## config.mk

```make
export PLATFORM = sky130hd
export DESIGN_NAME = aes_dec_stream_wrapper_flat
export DESIGN_NICKNAME = d
export VERILOG_FILES = /design/src/rtl/aes_dec_stream_wrapper_if.sv /design/src/rtl/aes_dec_stream_wrapper.sv /design/src/flat_wrapper.sv
export SDC_FILE = /design/constraint.sdc
export NUM_CORES = 2
export LEC_CHECK = 0
export CORE_AREA = 2 2 358 360
export CTS_BUF_LIST = sky130_fd_sc_hd__clkbuf_8
export DETAILED_ROUTE_END_ITERATION = 10
export DIE_AREA = 0 0 360 362
export PLACE_DENSITY_LB_ADDON = 0.12
export SETUP_SLACK_MARGIN = 0.2
export SYNTH_ARGS = -nofsm -noshare
export SYNTH_HDL_FRONTEND = slang
export SYNTH_SLANG_ARGS = --single-unit
```

## constraint.sdc

```tcl
create_clock -name clk -period 9.5 [get_ports clk]
set_input_delay 1.9 -clock clk [delete_from_list [all_inputs] [get_ports clk]]
set_output_delay 1.9 -clock clk [all_outputs]
set_load 0.03 [all_outputs]
```

## src/rtl/aes_dec_stream_wrapper_if.sv

```systemverilog
// aes_dec_stream_wrapper_if: ciphertext stream in, plaintext stream out, inverse-AES core handshake
interface aes_dec_stream_wrapper_if;
  logic in_valid;
  logic in_ready;
  logic [127:0] in_data;
  logic out_valid;
  logic out_ready;
  logic [127:0] out_data;
  logic core_start;
  logic [127:0] core_text;
  logic [127:0] core_key;
  logic core_done;
  logic [127:0] core_data;
  modport slave (
    input in_valid, in_data, out_ready, core_done, core_data,
    output in_ready, out_valid, out_data, core_start, core_text, core_key
  );
  modport master (
    output in_valid, in_data, out_ready, core_done, core_data,
    input in_ready, out_valid, out_data, core_start, core_text, core_key
  );
endinterface

```

## src/rtl/aes_dec_stream_wrapper.sv

```systemverilog
// aes_dec_stream_wrapper: buffered valid/ready front-end issuing blocks to an iterative inverse-AES core
module aes_dec_stream_wrapper #(
  parameter int DEPTH = 4,
  parameter bit CBC_EN = 1'b1,
  parameter int TIMEOUT = 64,
  parameter int CNT_W = 16
) (
  input  logic clk,
  input  logic rest,
  input  logic mode,
  input  logic [127:0] key_in,
  input  logic key_load,
  input  logic [127:0] iv_in,
  input  logic iv_load,
  aes_dec_stream_wrapper_if.slave bus,
  output logic err,
  output logic [CNT_W-1:0] blk_count
);
  localparam int AW = $clog2(DEPTH);
  localparam int TW = $clog2(TIMEOUT + 1);
  typedef enum logic [2:0] {IDLE, ISSUE, WAIT, OUT, DRAIN} state_t;
  state_t state, state_n;
  logic [127:0] mem [DEPTH];
  logic [AW-1:0] wp, rp;
  logic [AW:0] cnt;
  logic [127:0] key, chain, ct;
  logic [TW-1:0] tmr;
  logic mode_q, done_q, rise, push, pop, idle_empty, fire, expire;
  assign bus.in_ready = !rest && cnt != (AW+1)'(DEPTH);
  assign push = bus.in_valid & bus.in_ready;
  assign rise = bus.core_done & ~done_q;
  assign idle_empty = state == IDLE && cnt == '0;
  assign fire = state == WAIT && rise;
  assign expire = state == WAIT && !rise && tmr == TW'(TIMEOUT);
  assign bus.out_valid = state == OUT;
  assign bus.core_start = state == WAIT;
  assign bus.core_text = ct;
  assign bus.core_key = key;
  always_comb begin
    state_n = state;
    pop = 1'b0;
    case (state)
      IDLE: begin
        pop = cnt != '0;
        state_n = pop ? ISSUE : IDLE;
      end
      ISSUE: state_n = WAIT;
      WAIT: state_n = fire ? OUT : expire ? DRAIN : WAIT;
      OUT: if (bus.out_ready) begin
        pop = cnt != '0;
        state_n = pop ? ISSUE : IDLE;
      end
      DRAIN: state_n = bus.core_done ? DRAIN : IDLE;
      default: state_n = IDLE;
    endcase
  end
  always_ff @(posedge clk) begin
    if (rest) state <= IDLE;
    else state <= state_n;
  end
  always_ff @(posedge clk) begin
    if (push) mem[wp] <= bus.in_data;
  end
  always_ff @(posedge clk) begin
    if (rest) begin
      wp <= '0;
      rp <= '0;
      cnt <= '0;
      key <= '0;
      chain <= '0;
      ct <= '0;
      tmr <= '0;
      mode_q <= 1'b0;
      done_q <= 1'b0;
      err <= 1'b0;
      blk_count <= '0;
      bus.out_data <= '0;
    end else begin
      done_q <= bus.core_done;
      cnt <= cnt + (AW+1)'(push) - (AW+1)'(pop);
      tmr <= state == WAIT ? tmr + 1'b1 : '0;
      if (push) wp <= wp + 1'b1;
      if (pop) begin
        ct <= mem[rp];
        rp <= rp + 1'b1;
      end
      if (idle_empty) begin
        mode_q <= CBC_EN & mode;
        if (key_load) key <= key_in;
        if (iv_load) chain <= iv_in;
      end
      if (fire) begin
        bus.out_data <= bus.core_data ^ (mode_q ? chain : '0);
        chain <= ct;
      end
      if (expire) err <= 1'b1;
      if (state == OUT && bus.out_ready) blk_count <= blk_count + 1'b1;
    end
  end
endmodule

```

## src/flat_wrapper.sv

```systemverilog
// flat-port wrapper written by rule: the top's interface ports become plain ports
module aes_dec_stream_wrapper_flat 
#(
  parameter int DEPTH = 4,
  parameter bit CBC_EN = 1'b1,
  parameter int TIMEOUT = 64,
  parameter int CNT_W = 16
)
  (clk, rest, mode, key_in, key_load, iv_in, iv_load, err, blk_count, bus_in_valid, bus_in_data, bus_out_ready, bus_core_done, bus_core_data, bus_in_ready, bus_out_valid, bus_out_data, bus_core_start, bus_core_text, bus_core_key);
  aes_dec_stream_wrapper_if bus_i ();
  input  logic clk;
  input  logic rest;
  input  logic mode;
  input  logic [127:0] key_in;
  input  logic key_load;
  input  logic [127:0] iv_in;
  input  logic iv_load;
  output logic err;
  output logic [CNT_W-1:0] blk_count;
  input wire logic [$bits(bus_i.in_valid)-1:0] bus_in_valid;
  input wire logic [$bits(bus_i.in_data)-1:0] bus_in_data;
  input wire logic [$bits(bus_i.out_ready)-1:0] bus_out_ready;
  input wire logic [$bits(bus_i.core_done)-1:0] bus_core_done;
  input wire logic [$bits(bus_i.core_data)-1:0] bus_core_data;
  output wire logic [$bits(bus_i.in_ready)-1:0] bus_in_ready;
  output wire logic [$bits(bus_i.out_valid)-1:0] bus_out_valid;
  output wire logic [$bits(bus_i.out_data)-1:0] bus_out_data;
  output wire logic [$bits(bus_i.core_start)-1:0] bus_core_start;
  output wire logic [$bits(bus_i.core_text)-1:0] bus_core_text;
  output wire logic [$bits(bus_i.core_key)-1:0] bus_core_key;
  assign bus_i.in_valid = bus_in_valid;
  assign bus_i.in_data = bus_in_data;
  assign bus_i.out_ready = bus_out_ready;
  assign bus_i.core_done = bus_core_done;
  assign bus_i.core_data = bus_core_data;
  assign bus_in_ready = bus_i.in_ready;
  assign bus_out_valid = bus_i.out_valid;
  assign bus_out_data = bus_i.out_data;
  assign bus_core_start = bus_i.core_start;
  assign bus_core_text = bus_i.core_text;
  assign bus_core_key = bus_i.core_key;
  aes_dec_stream_wrapper #(.DEPTH(DEPTH), .CBC_EN(CBC_EN), .TIMEOUT(TIMEOUT), .CNT_W(CNT_W)) u_core (.clk(clk), .rest(rest), .mode(mode), .key_in(key_in), .key_load(key_load), .iv_in(iv_in), .iv_load(iv_load), .bus(bus_i), .err(err), .blk_count(blk_count));
endmodule
```

==> impl_metrics.toml <==
[drt]
wl_per_cell_um = 22.19
wl_mm = 135.7
dr.pass1.iters = 5
vias = 28790
ant_nets = 0
via_per_inst = 4.707
first_iter_violations = 1610
drt_drc_violations_left = 0

[final_layout]
fin_cells = 6116
area_growth_pct = 33.90
drive_gt1_share_pct = 13.94
final_common_cell = "clkdlybuf4s50_1"
utilization_pct = 43.58
stdcell_area_um2 = 55220
nets = 4815
mostFrequentLayoutCells = "922 x clkdlybuf4s50_1, 807 x nand2_1, 545 x dfxtp_1"

[global_route]
grt.total_usage_pct = 20.32
grt_max_degree = 162
first_global_vias = 28510
grt-ovfl-total = 0
antenna_found_initial = 37
grt_pass1_wl_mm = 196.7

[setup_path]
crit_buf_inv = 2
cp.arrival_ns = 3.24
cp_slowest_stage_delay_ns = 0.88
crit_fanout = 61
critical_path_class = "input pin to output pin"
critPathLaunchType = "input pin"
crit_chain = "buf_8 > a21oi_1 > clkdlybuf4s50_1"
required_ns = 7.60
cp_slowest_cell = "clkdlybuf4s50_1"
worstSetupEndpointType = "output pin"
critPathTopFamily = "buffers and inverters"

[sta]
final_hold_viol_count = 0
finalSetupTns_ns = 0
drv_slew = 0
fin_skew_ns = 0.03835
rsz0062_at_grt = "false"
tightest_slew_ns = 1.056
relSlewSlack_pct = 29.58
setup_violations = 0
max_freq_mhz = 194.6
worst_slack_ns = 4.361
period_minus_slack_ns = 5.139
period_share_pct = 54.10
holdWs_ns = 0.4493

[die]
die_h_um = 362
die-area_um2 = 130300
start_util_pct = 32.55
ios = 924
core_area_um2 = 126700
die_x_um = 360
placementRows = 131

[cts]
cts_tree = "yes"
cts_setup_buffers = 0
ctsHoldBuffers = 0
h-tree-depth = 4
root_buffer = "clkbuf_8"
clk-insertion-delay-late_ns = 0.87
cts_resized = 0
clk_pin_slew_ns = 0.05
numClockSinks = 1060
cts_buffer_depth = 3
numCtsBuffers = 185

[placed_design]
dp.cells = 5760
gp_congestion = 0.8019
place_area_um2 = 51640
place_ws_ns = 4.355
portBuffers = 923
hpwl_mm = 92.11

[logic_synthesis]
yosys_most_used_dff = "dfxtp_1"
synth_fp_nets = 3919
yosysUniqueCellTypes = 47
syn_avg_cell_area_um2 = 12.17
async_reset_ff_share_pct = 0
ys_ff_latch = 1060
yosysSeqAreaShare_pct = 63.89
yosys_warnings = 0
synth_enable_flop_cells = 512
syn-cell-area_um2 = 41240
syn_inst = 3389

[pwr]
p_total_mw = 15.33
vdd_ir_drop_max_mv = 0.1611
total_leakage_power_nw = 18.39
power.density_nw_per_um2 = 277.7

[status]
status = "finished, final reports clean"

[worst_hold_path]
hold_path.class = "flip-flop to flip-flop"

[flow_run]
cap_violations = 0
## logic make-up (layout without fill, tap and decap cells)
family          Yosys count  in the layout  synth area share (%)
simple gates           1242           1242                 12.32
flops                  1060           1060                 63.89
compound gates          538            538                 10.05
buf+inv                 264           1316                 3.313
xor+xnor                147            147                 3.122
mux                     128            128                 6.990
fa+ha+maj                10             10                0.3216
other cells               0             13                     0
## cell type report
| cell class | count | area [um^2] |
|---|---|---|
| fill | 12070 | 71480 |
| sequential | 1060 | 26360 |
| multi-input combinational | 2065 | 13580 |
| timing repair buffer | 960 | 9572 |
| clock buffer | 205 | 2821 |
| tap | 1662 | 2079 |
| clock inverter | 138 | 719.4 |
| inverter | 13 | 53.80 |
| antenna | 13 | 32.53 |
## worst paths after layout
| kind | from | to | slack, ns | depth (start not counted) |
|---|---|---|---|---|
| max | rest | bus_in_ready | 4.36 | 3 |
| min | u_core.err | u_core.err | 0.45 | 2 |
| max reg2reg | u_core.state[1] | u_core.chain[19] | 6.15 | 6 |
| min reg2reg | u_core.err | u_core.err | 0.45 | 2 |
## worst register-to-register path, cell delays in order (launching register included)
cell,delay [ns]
dfxtp_1,0.52
nor3b_4,0.43
and2_4,0.63
buf_12,0.47
buf_4,0.79
nand2_2,0.14
a311oi_2,0.27
## state kept, by name, summed over array words and instances, names as in the netlist
signal,cells
u_core.chain,128
u_core.tmr,7
u_core.rp,2
u_core.mem,512
u_core.blk_count,16
u_core.bus.out_data,128
u_core.mode_q,1
u_core.err,1
u_core.cnt,3
u_core.done_q,1
u_core.state,3
u_core.wp,2
u_core.bus.core_text,128
u_core.bus.core_key,128
## report_power, final
part / switching [mW] / internal [mW]
clock: 1.92 / 2.09
combinational: 3.00 / 2.01
sequential: 0.702 / 5.60
## layer usage
| metal | track usage, % | part of all wire (%) |
|---|---|---|
| met4 | 7.332 | 2.9 |
| met2 | 36.00 | 51 |
| met5 | 0 | 0.17 |
| met1 | 23.26 | 39 |
| met3 | 5.809 | 6.0 |
## synth_stat cells, types with 2 or more instances
cell type	count	area, um^2
nand4_1	6	37.54
nand4b_1	2	17.52
inv_1	12	45.04
nor3_1	2	10.01
buf_6	3	33.78
o21ai_0	6	30.03
a311oi_1	28	245.2
nand3_1	13	65.06
buf_12	11	220.2
buf_2	88	440.4
a211oi_1	128	960.9
xnor2_1	5	43.79
clkbuf_1	127	476.7
buf_1	5	18.77
ha_1	9	112.6
nand2_1	808	3033
dfxtp_1	548	10970
and2_1	7	43.79
mux4_2	128	2883
a21oi_1	269	1346
nand2_2	100	625.6
buf_4	17	127.6
nor2_1	279	1047
and3_1	4	25.02
and4_1	3	26.28
edfxtp_1	512	15370
a311oi_2	100	1501
or3_1	6	37.54
nor2b_1	4	25.02
xor2_1	142	1244
Note: power is estimated with default switching activity, not from simulation.
